$ cat src/rtl/fifo_rd_pkg.sv
// fifo_rd_packer shared types and defaults.
// Drain FSM states and default geometry.
package fifo_rd_pkg;

  localparam int WIDTH_DEF = 8;
  localparam int LANES_DEF = 4;

  typedef enum logic [1:0] {
    RUN,
    DRAIN,
    EMIT
  } state_t;

endpackage

$ cat src/rtl/fifo_rd_out_slot.sv
// Single-entry valid/ready output register.
// Holds {data, keep, last} until the consumer accepts it.
module fifo_rd_out_slot #(
  parameter int DW = 32,
  parameter int KW = 4
) (
  input  logic          clk,
  input  logic          rst_n,
  input  logic          load,
  input  logic [DW-1:0] load_data,
  input  logic [KW-1:0] load_keep,
  input  logic          load_last,
  input  logic          m_ready,
  output logic          m_valid,
  output logic [DW-1:0] m_data,
  output logic [KW-1:0] m_keep,
  output logic          m_last,
  output logic          free_next
);

  assign free_next = ~m_valid | m_ready;

  always_ff @(posedge clk) begin
    if (!rst_n) begin
      m_valid <= 1'b0;
      m_data  <= '0;
      m_keep  <= '0;
      m_last  <= 1'b0;
    end else if (load) begin
      m_valid <= 1'b1;
      m_data  <= load_data;
      m_keep  <= load_keep;
      m_last  <= load_last;
    end else if (m_ready) begin
      m_valid <= 1'b0;
    end
  end

endmodule

$ cat src/rtl/fifo_rd_packer.sv
// Read-side drain of the async FIFO: packs bytes
// into little-endian words with flush support.
module fifo_rd_packer
  import fifo_rd_pkg::*;
#(
  parameter int WIDTH = WIDTH_DEF,
  parameter int LANES = LANES_DEF
) (
  input  logic                   r_clk,
  input  logic                   r_rst_n,
  input  logic                   fifo_empty,
  output logic                   fifo_r_en,
  input  logic [WIDTH-1:0]       fifo_d_out,
  input  logic                   flush,
  output logic                   flush_done,
  output logic                   m_valid,
  input  logic                   m_ready,
  output logic [WIDTH*LANES-1:0] m_data,
  output logic [LANES-1:0]       m_keep,
  output logic                   m_last
);

  localparam int CW = $clog2(LANES + 1);
  localparam int DW = WIDTH * LANES;
  localparam logic [CW-1:0] FULL = CW'(LANES);

  state_t          state_q;
  state_t          state_d;
  logic [CW-1:0]   cnt_q;
  logic [CW-1:0]   cnt_cap;
  logic            pend_q;
  logic [DW-1:0]   asm_q;
  logic [DW-1:0]   asm_cap;
  logic [LANES-1:0] keep_cap;
  logic            xfer;
  logic            last_d;
  logic            done_d;
  logic            free_next;

  // cnt + pend counts bytes owned, including the one in flight
  assign cnt_cap = cnt_q + CW'(pend_q);

  assign fifo_r_en = r_rst_n & ~fifo_empty
                   & (state_q == RUN)
                   & (cnt_cap < FULL);

  always_comb begin
    asm_cap  = asm_q;
    keep_cap = '0;
    for (int i = 0; i < LANES; i++) begin
      if (pend_q && (cnt_q == CW'(i)))
        asm_cap[i*WIDTH +: WIDTH] = fifo_d_out;
      keep_cap[i] = (CW'(i) < cnt_cap);
    end
  end

  // A full word arriving with flush is held for EMIT so it gets m_last
  always_comb begin
    state_d = state_q;
    xfer    = 1'b0;
    last_d  = 1'b0;
    done_d  = 1'b0;
    unique case (1'b1)
      (state_q == RUN): begin
        if ((cnt_cap == FULL) && !flush && free_next)
          xfer = 1'b1;
        if (flush)
          state_d = DRAIN;
      end
      (state_q == DRAIN): begin
        if (!pend_q) begin
          if (cnt_q != '0) begin
            state_d = EMIT;
          end else begin
            done_d  = 1'b1;
            state_d = RUN;
          end
        end
      end
      (state_q == EMIT): begin
        if (free_next) begin
          xfer    = 1'b1;
          last_d  = 1'b1;
          done_d  = 1'b1;
          state_d = RUN;
        end
      end
      default: state_d = RUN;
    endcase
  end

  always_ff @(posedge r_clk) begin
    if (!r_rst_n) begin
      state_q    <= RUN;
      cnt_q      <= '0;
      pend_q     <= 1'b0;
      asm_q      <= '0;
      flush_done <= 1'b0;
    end else begin
      state_q    <= state_d;
      pend_q     <= fifo_r_en;
      flush_done <= done_d;
      if (xfer) begin
        cnt_q <= '0;
        asm_q <= '0;
      end else begin
        cnt_q <= cnt_cap;
        asm_q <= asm_cap;
      end
    end
  end

  fifo_rd_out_slot #(
    .DW(DW),
    .KW(LANES)
  ) u_slot (
    .clk       (r_clk),
    .rst_n     (r_rst_n),
    .load      (xfer),
    .load_data (asm_cap),
    .load_keep (keep_cap),
    .load_last (last_d),
    .m_ready   (m_ready),
    .m_valid   (m_valid),
    .m_data    (m_data),
    .m_keep    (m_keep),
    .m_last    (m_last),
    .free_next (free_next)
  );

endmodule

$ cat config.mk
export PLATFORM = sky130hd
export DESIGN_NAME = fifo_rd_packer
export DESIGN_NICKNAME = d
export VERILOG_FILES = /design/src/rtl/fifo_rd_pkg.sv /design/src/rtl/fifo_rd_out_slot.sv /design/src/rtl/fifo_rd_packer.sv
export SDC_FILE = /design/constraint.sdc
export NUM_CORES = 1
export LEC_CHECK = 0
export ABC_AREA = 1
export BUFFER_PORTS_ARGS = -buffer_cell sky130_fd_sc_hd__buf_2
export CAP_MARGIN = 20
export CORE_MARGIN = 2
export CORE_UTILIZATION = 61
export CTS_CLUSTER_DIAMETER = 80
export CTS_CLUSTER_SIZE = 24
export DETAILED_ROUTE_END_ITERATION = 8
export GPL_TIMING_DRIVEN = 0
export PLACE_DENSITY = 0.85
export SKIP_LAST_GASP = 1
export SYNTH_ARGS = -nofsm -noshare
export SYNTH_HDL_FRONTEND = slang
export SYNTH_SLANG_ARGS = --single-unit
$ cat constraint.sdc
create_clock -name r_clk -period 3.4 [get_ports r_clk]
set_input_delay 0.51 -clock r_clk [delete_from_list [all_inputs] [get_ports r_clk]]
set_output_delay 0.51 -clock r_clk [all_outputs]
set_load 0.01 [all_outputs]
==> reports/qor.log, run 1 <==
[logic_synthesis] top area cells in the synthesized netlist sky130_fd_sc_hd__dfxtp_1 44%, sky130_fd_sc_hd__nand2_1 12%, sky130_fd_sc_hd__inv_1 10%
[timing] count of final max-slew check failures 0
[power] power per unit of standard cell area 463 nW/um2
[timing] accumulated negative setup slack 0 ns
[logic_synthesis] dominant combinational cell family by area after synthesis simple AND/OR/NAND/NOR gates
[logic_synthesis] area leader, netlist sky130_fd_sc_hd__dfxtp_1
[logic_synthesis] xor and xnor fraction of the mapped netlist area 0
[logic_synthesis] fraction of the mapped netlist area in compound gates 0.0325
[logic_synthesis] synthesized netlist net count 518
[power] design internal power 1.41 mW
[power] leakage dissipation 2.11 nW
[final_layout] number of diodes 0
[route] routed vias/inst 4.86
[worst_setup_path] R2R depth 9
[clock_network] clock latency of the later-clocked register in the worst-skew pair 0.35 ns
[clock_network] number of H-tree levels 3
[power] sequential group share of total power 0.504
[floorplan] row count 27
[worst_setup_path] chain of cells forming the critical path ha_1, ha_1, inv_1, nand2_1, nand2_4, nor4_1, buf_2
[worst_setup_path] endpoint kind of the worst setup timing path primary output
[grt] number of antenna violations at the first check in global routing 0
[timing] worst clock skew on the final layout 0.00832 ns
[worst_setup_path] Data arrival, critical path 1.82 ns
[logic_synthesis] most common flop cell mapped by yosys sky130_fd_sc_hd__dfxtp_1
[clock_network] CTS tree yes
[timing] setup violators final 0
[final_layout] count of filler cells inserted in the layout 450
[place] post-detail-place hpwl 5.50 mm
[floorplan] Die ar. 6300 um2
[power] net switching share of the total power 0.241
[logic_synthesis] Post-Synthesis Cells 500
[timing] endpoints failing hold 0
[final_layout] final net count 580
[logic_synthesis] #FFs+latches synth 77
[route] total number of vias 3,098
[status] outcome finished, final reports clean
[route] WL per Instance 11.7 um
[worst_setup_path] data required time at the worst endpoint 2.89 ns
[clock_network] number of buffers created by CTS 9
[floorplan] Std-Cell Core Area 5510 um2
[timing] Max Clock Freq 430 MHz
[clock_network] # Post-CTS Setup Buffers 0
[power] power share of the clock group 0.401
[clock_network] clock transition at the registers of the reported paths 0.07 ns
[clock_network] root buffer cell sky130_fd_sc_hd__clkbuf_8
[logic_synthesis] number of distinct library cell variants in the gate-level netlist after synthesis 24
[worst_setup_path] most used cell along the critical path sky130_fd_sc_hd__ha_1
[logic_synthesis] Post-Syn Area 3460 um2
[logic_synthesis] Ys Warns 0
[logic_synthesis] adder-cell share of the synthesized area 0.0181
[worst_setup_path] cell depth of the worst setup path 7
[final_layout] area added between synthesis and finish 16.1%
[final_layout] fraction of layout cells with a size suffix above 1 0.214
[route] number of violations reported at the end of detailed-routing iteration 0 205
[timing] worst relative slew slack 0.678
[worst_setup_path] critical path's slowest cell sky130_fd_sc_hd__dfxtp_1
[clock_network] Bufs on Longest Clock Path 2
[logic_synthesis] EDFF count, synth 0
[route] Routed WL 7.48 mm
[worst_setup_path] CP startpoint kind flop
[timing] Post-Route Hold Slack 0.346 ns
[grt] GRT overflow 0
[floorplan] number of placed I/O pins 53
[logic_synthesis] simple-gate portion of the synthesized area 0.365
[worst_setup_path] crit-path max cell delay 0.50 ns
[power] power spent charging and discharging nets 0.449 mW
[logic_synthesis] sequential cell area fraction in the yosys report 0.445
[hold_path] worst min-delay path category input pin to flop
[final_layout] area taken by multi-input logic gates 1440 um2
[logic_synthesis] Avg Inst Size Synth 6.93 um2
[worst_setup_path] count of buffer and inverter cells on the critical path 2
[clock_network] Gates resized, CTS repair 0
[place] IO Port Bufs 51
[floorplan] die span in y 79.4 um
[final_layout] combined flip-flop and latch cell area 1540 um2
[final_layout] most common cell after layout, fill and taps aside sky130_fd_sc_hd__nand2_1
[route] DRC violation count after routing 0
[grt] vias in the first global route 2,788
[logic_synthesis] proportion of synthesized flip-flops having asynchronous set or reset 0
[timing] fin crit share 0.685
[grt] Total Routing Usage GR 0.256
[hold_path] hold path cells 2
[place] Final Wtd Congestion 0.853
[clock_network] number of clock sinks seen by CTS 77
[clock_network] Hold Buf Count CTS 0
[grt] first-pass GRT wire length 12.3 mm
[timing] final critical delay including setup and external delays 2.33 ns
[route] First-pass DRT Iterations 5
[worst_setup_path] crit-path max FO 7
[timing] actual transition at the worst max-transition pin 0.483 ns
[logic_synthesis] area share of the leading cell type in the synthesized netlist 0.445
[floorplan] Die Width 79.4 um
[logic_synthesis] proportion of synthesized area in mux cells 0
[run] max-cap viol count 0
[worst_setup_path] kind of cell adding the most delay to the critical path flip-flops
[timing] setup repair after global routing missed its margin false
[floorplan] effective utilization at floorplan 0.629
[route] final antenna-violating net count 0
[power] highest ir drop seen on vdd 0.291 mV
[final_layout] commonest cells after routing, fill and taps aside 107 x sky130_fd_sc_hd__nand2_1, 92 x sky130_fd_sc_hd__inv_1, 82 x sky130_fd_sc_hd__nor2_1
[power] part of the power in combinational logic 0.096
[worst_setup_path] category of the critical setup timing path flop to primary output
[grt] maximum number of pins on one net before global-route repair 13
[worst paths after layout]
path	startpoint	end	slack [ns]
setup reg to reg	pend_q	u_slot.m_data[18]	1.39
hold reg to reg	u_slot.m_last	u_slot.m_last	0.47
hold / removal	fifo_empty	pend_q	0.35
setup / recovery	pend_q	fifo_r_en	1.07
[through the flow]
stage / instances / instance area (um2) / utilization / worst slack [ns] / total power [mW]
after floorplan: 500 / 3460 / - / 1.43 / 1.08
after global placement: 623 / 3810 / 0.692 / 1.26 / 1.13
after detailed placement: 623 / 3810 / 0.692 / 1.26 / 1.13
after CTS: 638 / 4020 / 0.731 / 1.09 / 1.87
after global routing: 638 / 4020 / 0.731 / 0.948 / 1.94
final: 638 / 4020 / 0.731 / 1.07 / 1.86
[layout make-up]
cell class | instances | share of cell area
timing repair buffer | 51 | 0.0634
tap | 72 | 0.0224
clock inverter | 4 | 0.0180
buffer | 21 | 0.0320
inverter | 94 | 0.0877
multi-input combinational | 308 | 0.358
clock buffer | 11 | 0.0351
sequential | 77 | 0.383
[sequential cells by signal (all words and copies together), names as in the netlist]
| name | count |
|---|---|
| asm_q | 32 |
| cnt_q | 3 |
| flush_done | 1 |
| pend_q | 1 |
| state_q | 2 |
| u_slot.m_data | 32 |
| u_slot.m_keep | 4 |
| u_slot.m_last | 1 |
| u_slot.m_valid | 1 |
[cells by family (layout without fill, tap and decap cells)]
family | Yosys count | in the layout
AND/OR/NAND/NOR | 281 | 281
adder cells (fa/ha/maj) | 5 | 5
flip-flops | 77 | 77
buffers and inverters | 115 | 181
AO/OA/AOI/OAI | 22 | 22
[layer usage]
layer / vias to the layer above / global-route usage / part of all wire
li1: 1614 / - / -
met1: 1378 / 0.340 / 0.47
met2: 92 / 0.410 / 0.46
met3: 14 / 0.0534 / 0.057
met4: 0 / 0.0948 / 0.019
met5: - / 0 / 0
[synthesized netlist by cell type, types with 3 or more instances]
cell / n
sky130_fd_sc_hd__nand2_1: 107
sky130_fd_sc_hd__inv_1: 92
sky130_fd_sc_hd__nor2_1: 82
sky130_fd_sc_hd__dfxtp_1: 77
sky130_fd_sc_hd__nand3_1: 47
sky130_fd_sc_hd__nor2_2: 31
sky130_fd_sc_hd__o21ai_1: 12
sky130_fd_sc_hd__buf_2: 7
sky130_fd_sc_hd__o21ai_0: 6
sky130_fd_sc_hd__ha_1: 5
sky130_fd_sc_hd__buf_6: 4
sky130_fd_sc_hd__clkbuf_1: 4
sky130_fd_sc_hd__a21oi_1: 3
sky130_fd_sc_hd__buf_1: 3
sky130_fd_sc_hd__buf_4: 3
sky130_fd_sc_hd__nand3_2: 3
sky130_fd_sc_hd__nand4_1: 3
[worst reg2reg max path, cell delays in order (launching register included)]
cell and delay (ns):
sky130_fd_sc_hd__dfxtp_1 0.50, sky130_fd_sc_hd__ha_1 0.21, sky130_fd_sc_hd__ha_1 0.24, sky130_fd_sc_hd__nor2_1 0.19, sky130_fd_sc_hd__nand3_1 0.16, sky130_fd_sc_hd__nor2_4 0.16
sky130_fd_sc_hd__nor2_8 0.07, sky130_fd_sc_hd__buf_4 0.18, sky130_fd_sc_hd__nor2_1 0.13, sky130_fd_sc_hd__nor2_1 0.07
[power by group through the flow]
stage / Combinational [mW] / Sequential, mW / Clock, mW
final: 0.178 / 0.938 / 0.747
after global routing: 0.198 / 0.941 / 0.795
after CTS: 0.177 / 0.938 / 0.755
after detailed placement: 0.176 / 0.959 / 0
after global placement: 0.172 / 0.958 / 0
after floorplan: 0.119 / 0.963 / 0
No activity file was read; power rests on OpenSTA's default activity.
==> inputs of run 2 (changes only) <==
Settings changed: CORE_UTILIZATION 61 to 56, PLACE_DENSITY 0.85 to 0.79.
Clock period 3.4 ns to 2.15 ns, I/O delays scaled along.
==> reports/qor.log, run 2 (same netlist as run 1, synthesis figures left out) <==
[hold_path] launch instance of the worst min-delay path fifo_empty
[floorplan] Die Width 82.7 um
[timing] setup violators final 0
[floorplan] effective utilization at floorplan 0.582
[clock_network] clock transition at the registers of the reported paths 0.08 ns
[timing] endpoints failing hold 0
[timing] final critical delay including setup and external delays 1.98 ns
[worst_setup_path] endpoint kind of the worst setup timing path primary output
[power] power per unit of standard cell area 723 nW/um2
[route] First-pass DRT Iterations 4
[worst_setup_path] launch point of the critical path cnt_q[0]
[timing] Max Clock Freq 505 MHz
[floorplan] die span in y 82.7 um
[final_layout] final net count 580
[timing] accumulated negative setup slack 0 ns
[route] highest metal layer with signal wires met4
[place] post-detail-place hpwl 5.51 mm
[clock_network] root buffer cell sky130_fd_sc_hd__clkbuf_8
[route] final antenna-violating net count 0
[timing] fin crit share 0.921
[final_layout] number of diodes 0
[route] total number of vias 3,092
[floorplan] Die ar. 6830 um2
[route] routed vias/inst 4.82
[worst_setup_path] crit-path max FO 6
[route] met1 wire length 3.65 mm
[power] total chip power 2.91 mW
[route] DRC violation count after routing 0
[run] max-cap viol count 0
[clock_network] clock latency of the later-clocked register in the worst-skew pair 0.35 ns
[clock_network] number of H-tree levels 3
[grt] GRT overflow 0
[hold_path] worst min-delay path category input pin to flop
[timing] count of final max-slew check failures 0
[route] Routed WL 7.58 mm
[grt] number of antenna violations at the first check in global routing 0
[grt] Total Routing Usage GR 0.246
[final_layout] registers with the most flip-flops asm_q: 32 flops, u_slot.m_data: 32 flops, u_slot.m_keep: 4 flops
[timing] setup repair after global routing missed its margin false
[final_layout] area added between synthesis and finish 16.2%
[route] length of routed met2 wiring 3.36 mm
[clock_network] Hold Buf Count CTS 0
[floorplan] Std-Cell Core Area 5960 um2
[final_layout] most common cell after layout, fill and taps aside sky130_fd_sc_hd__nand2_1
[timing] worst clock skew on the final layout 0.00788 ns
[worst_setup_path] CP startpoint kind flop
[place] Final Wtd Congestion 0.853
[status] outcome finished, final reports clean
[clock_network] CTS tree yes
[power] highest ir drop seen on vdd 0.385 mV
[route] Detail Route met3 WL 358 um
[worst_setup_path] data required time at the worst endpoint 1.83 ns
[floorplan] row count 28
[place] IO Port Bufs 51
[timing] worst relative slew slack 0.680
[worst_setup_path] reg-to-reg startpoint cnt_q[0]
[timing] actual transition at the worst max-transition pin 0.481 ns
[clock_network] number of clock sinks seen by CTS 77
[grt] maximum number of pins on one net before global-route repair 13
[final_layout] fraction of layout cells with a size suffix above 1 0.217
[final_layout] commonest cells after routing, fill and taps aside 107 x sky130_fd_sc_hd__nand2_1, 92 x sky130_fd_sc_hd__inv_1, 82 x sky130_fd_sc_hd__nor2_1
[clock_network] Bufs on Longest Clock Path 2
[clock_network] number of buffers created by CTS 9
[worst_setup_path] Data arrival, critical path 1.66 ns
[route] number of violations reported at the end of detailed-routing iteration 0 121
[route] WL per Instance 11.8 um
[floorplan] number of placed I/O pins 53
[power] leakage dissipation 2.11 nW
[worst_setup_path] category of the critical setup timing path flop to primary output
[clock_network] Gates resized, CTS repair 0
[clock_network] # Post-CTS Setup Buffers 0
[grt] vias in the first global route 2,755
[grt] first-pass GRT wire length 12.6 mm
## run 2: path summary, 6_finish.rpt
check	to	slack, ns	cells past startpoint
worst max-delay path	fifo_r_en	0.17	7
worst min-delay path	pend_q	0.13	2
worst max register to register	u_slot.m_data[18]	0.23	9
worst min register to register	u_slot.m_keep[0]	0.48	2
## run 2: where the power goes
part / switching [mW] / internal, mW / total (mW)
logic: 0.184 / 0.0973 / 0.282
clock network: 0.515 / 0.630 / 1.15
registers: 0.0197 / 1.46 / 1.48
total: 0.719 / 2.19 / 2.91
## run 2: metal layers
| metal | GRT usage | up-vias |
|---|---|---|
| li1 | - | 1608 |
| met1 | 0.329 | 1392 |
| met2 | 0.385 | 72 |
| met3 | 0.0424 | 20 |
| met4 | 0.121 | 0 |
| met5 | 0 | - |
## run 2: cell type report
type	count	area, um2
repair buffers	51	255
clock buffers	13	169
inverters	94	353
fillers	537	1930
well taps	75	93.8
clock inverters	3	42.5
multi-input cells	308	1440
plain buffers	21	129
flip-flops and latches	77	1540
## run 2: worst max-delay path, cell delays in order, from the launching register on
cell	delay (ns)
sky130_fd_sc_hd__dfxtp_1	0.41
sky130_fd_sc_hd__ha_1	0.17
sky130_fd_sc_hd__ha_1	0.17
sky130_fd_sc_hd__inv_1	0.05
sky130_fd_sc_hd__nand2_1	0.10
sky130_fd_sc_hd__nand2_4	0.09
sky130_fd_sc_hd__nor4_1	0.15
sky130_fd_sc_hd__buf_2	0.17
## run 2: through the flow
stage	cell area [um2]	utilization	setup slack, ns	hold slack (ns)	cells
after global routing	4030	0.676	0.00639	0.137	642
after floorplan	3460	-	0.428	0.400	500
after detailed placement	3810	0.640	0.172	0.472	626
after global placement	3810	0.640	0.217	0.447	626
final	4030	0.676	0.171	0.133	642
after CTS	4030	0.676	0.0281	0.132	642
==> inputs of run 3 (changes only) <==
Settings changed: PLACE_DENSITY 0.79 to 0.87.
==> reports/qor.log, run 3 (same netlist as run 1, synthesis figures left out) <==
[route] total number of vias 3,092
[timing] endpoints failing hold 0
[clock_network] CTS tree yes
[worst_setup_path] crit-path max cell delay 0.42 ns
[route] WL per Instance 12.1 um
[timing] setup repair after global routing missed its margin false
[clock_network] root buffer cell sky130_fd_sc_hd__clkbuf_8
[route] final antenna-violating net count 0
[timing] count of final max-slew check failures 0
[clock_network] number of buffers created by CTS 9
[route] First-pass DRT Iterations 5
[floorplan] number of placed I/O pins 53
[timing] actual transition at the worst max-transition pin 0.469 ns
[floorplan] Die Width 82.7 um
[place] Final Wtd Congestion 0.855
[timing] Max Clock Freq 493 MHz
[worst_setup_path] endpoint kind of the worst setup timing path primary output
[worst_setup_path] most used cell along the critical path sky130_fd_sc_hd__ha_1
[timing] Post-Route Hold Slack 0.150 ns
[route] Routed WL 7.74 mm
[timing] worst relative slew slack 0.688
[floorplan] effective utilization at floorplan 0.582
[grt] number of antenna violations at the first check in global routing 0
[timing] accumulated negative setup slack 0 ns
[worst_setup_path] crit-path max FO 6
[floorplan] row count 28
[floorplan] die span in y 82.7 um
[worst_setup_path] chain of cells forming the critical path ha_1, ha_1, inv_1, nand2_1, nand2_4, nor4_1, buf_2
[clock_network] number of clock sinks seen by CTS 77
[worst_setup_path] CP startpoint kind flop
[route] DRC violation count after routing 0
[route] number of violations reported at the end of detailed-routing iteration 0 208
[worst_setup_path] data required time at the worst endpoint 1.83 ns
[final_layout] fraction of layout cells with a size suffix above 1 0.219
[status] outcome finished, final reports clean
[final_layout] commonest cells after routing, fill and taps aside 107 x sky130_fd_sc_hd__nand2_1, 92 x sky130_fd_sc_hd__inv_1, 82 x sky130_fd_sc_hd__nor2_1
[power] power per unit of standard cell area 740 nW/um2
[clock_network] clock transition at the registers of the reported paths 0.07 ns
[hold_path] worst min-delay path category input pin to flop
[timing] setup violators final 0
[route] routed vias/inst 4.82
[timing] worst clock skew on the final layout 0.0110 ns
[clock_network] Bufs on Longest Clock Path 2
[final_layout] final net count 580
[clock_network] clock latency of the later-clocked register in the worst-skew pair 0.36 ns
[place] area after detailed placement 3810 um2
[grt] vias in the first global route 2,707
[worst_setup_path] category of the critical setup timing path flop to primary output
[worst_setup_path] critical path's slowest cell sky130_fd_sc_hd__dfxtp_1
[power] leakage dissipation 2.11 nW
[worst_setup_path] R2R depth 9
[clock_network] number of H-tree levels 3
[grt] Total Routing Usage GR 0.238
[floorplan] Die ar. 6830 um2
[final_layout] number of diodes 0
[power] highest ir drop seen on vdd 0.439 mV
[hold_path] hold path cells 2
[final_layout] area added between synthesis and finish 16.6%
[run] max-cap viol count 0
[grt] GRT overflow 0
[floorplan] Std-Cell Core Area 5960 um2
[worst_setup_path] Data arrival, critical path 1.70 ns
[final_layout] post-route cell area 4040 um2
[timing] fin crit share 0.943
[grt] maximum number of pins on one net before global-route repair 14
[final_layout] registers with the most flip-flops asm_q: 32 flops, u_slot.m_data: 32 flops, u_slot.m_keep: 4 flops
[final_layout] most common cell after layout, fill and taps aside sky130_fd_sc_hd__nand2_1
[place] post-detail-place hpwl 5.54 mm
[timing] final critical delay including setup and external delays 2.03 ns
[grt] first-pass GRT wire length 12.0 mm
[power] total chip power 2.99 mW
[place] IO Port Bufs 51
[clock_network] Hold Buf Count CTS 0
==> run 3: changes by cell type in the layout (fill, tap and decap cells not counted), sizes merged <==
cell	change
bufinv	+1
clkinv	+2
clkbuf	-3
==> run 3: stage by stage <==
| stage | utilization | std cells | setup slack [ns] |
|---|---|---|---|
| after floorplan | - | 500 | 0.428 |
| after global placement | 0.640 | 626 | 0.254 |
| after detailed placement | 0.640 | 626 | 0.194 |
| after CTS | 0.678 | 642 | 0.0190 |
| after global routing | 0.678 | 642 | 0.0453 |
| final | 0.678 | 642 | 0.123 |
==> run 3: final cells by class <==
cell class                 instances  area (um2)
clock inverter                     6        86.3
tap                               75        93.8
fill                             512        1920
sequential                        77        1540
multi-input combinational        308        1440
inverter                          94         353
clock buffer                      10         138
buffer                            21         129
timing repair buffer              51         255
==> run 3: final timing paths <==
kind | startpoint | to | slack, ns
worst min register to register | u_slot.m_last | u_slot.m_last | 0.46
worst max-delay path | cnt_q[0] | fifo_r_en | 0.12
worst max register to register | cnt_q[0] | cnt_q[0] | 0.26
worst min-delay path | fifo_empty | pend_q | 0.15
==> run 3: worst max-delay path: cells and delay by family, from the launching register on <==
kind | cells | cell delay [ns]
fa+ha+maj | 2 | 0.35
buf+inv | 2 | 0.23
flops | 1 | 0.42
simple gates | 3 | 0.36
==> run 3: metal layers <==
| metal | up-vias | part of all wire | GRT usage | routed length [um] |
|---|---|---|---|---|
| met2 | 97 | 0.47 | 0.403 | 3650 |
| met3 | 18 | 0.056 | 0.0435 | 436 |
| met5 | - | 0 | 0 | 0 |
| met1 | 1370 | 0.45 | 0.292 | 3480 |
| met4 | 0 | 0.023 | 0.108 | 176 |
| li1 | 1607 | - | - | - |
==> run 3: report_power, final <==
group | internal (mW) | leakage, nW | total [mW] | switching (mW)
logic | 0.0973 | 1.38 | 0.288 | 0.190
registers | 1.46 | 0.622 | 1.48 | 0.0203
clock network | 0.683 | 0.112 | 1.22 | 0.536
==> run 3: what timing repair did <==
action,4_1_cts,5_1_grt
endpoints found under the setup margin,0,1
gates resized for setup,0,1
setup buffers,0,0
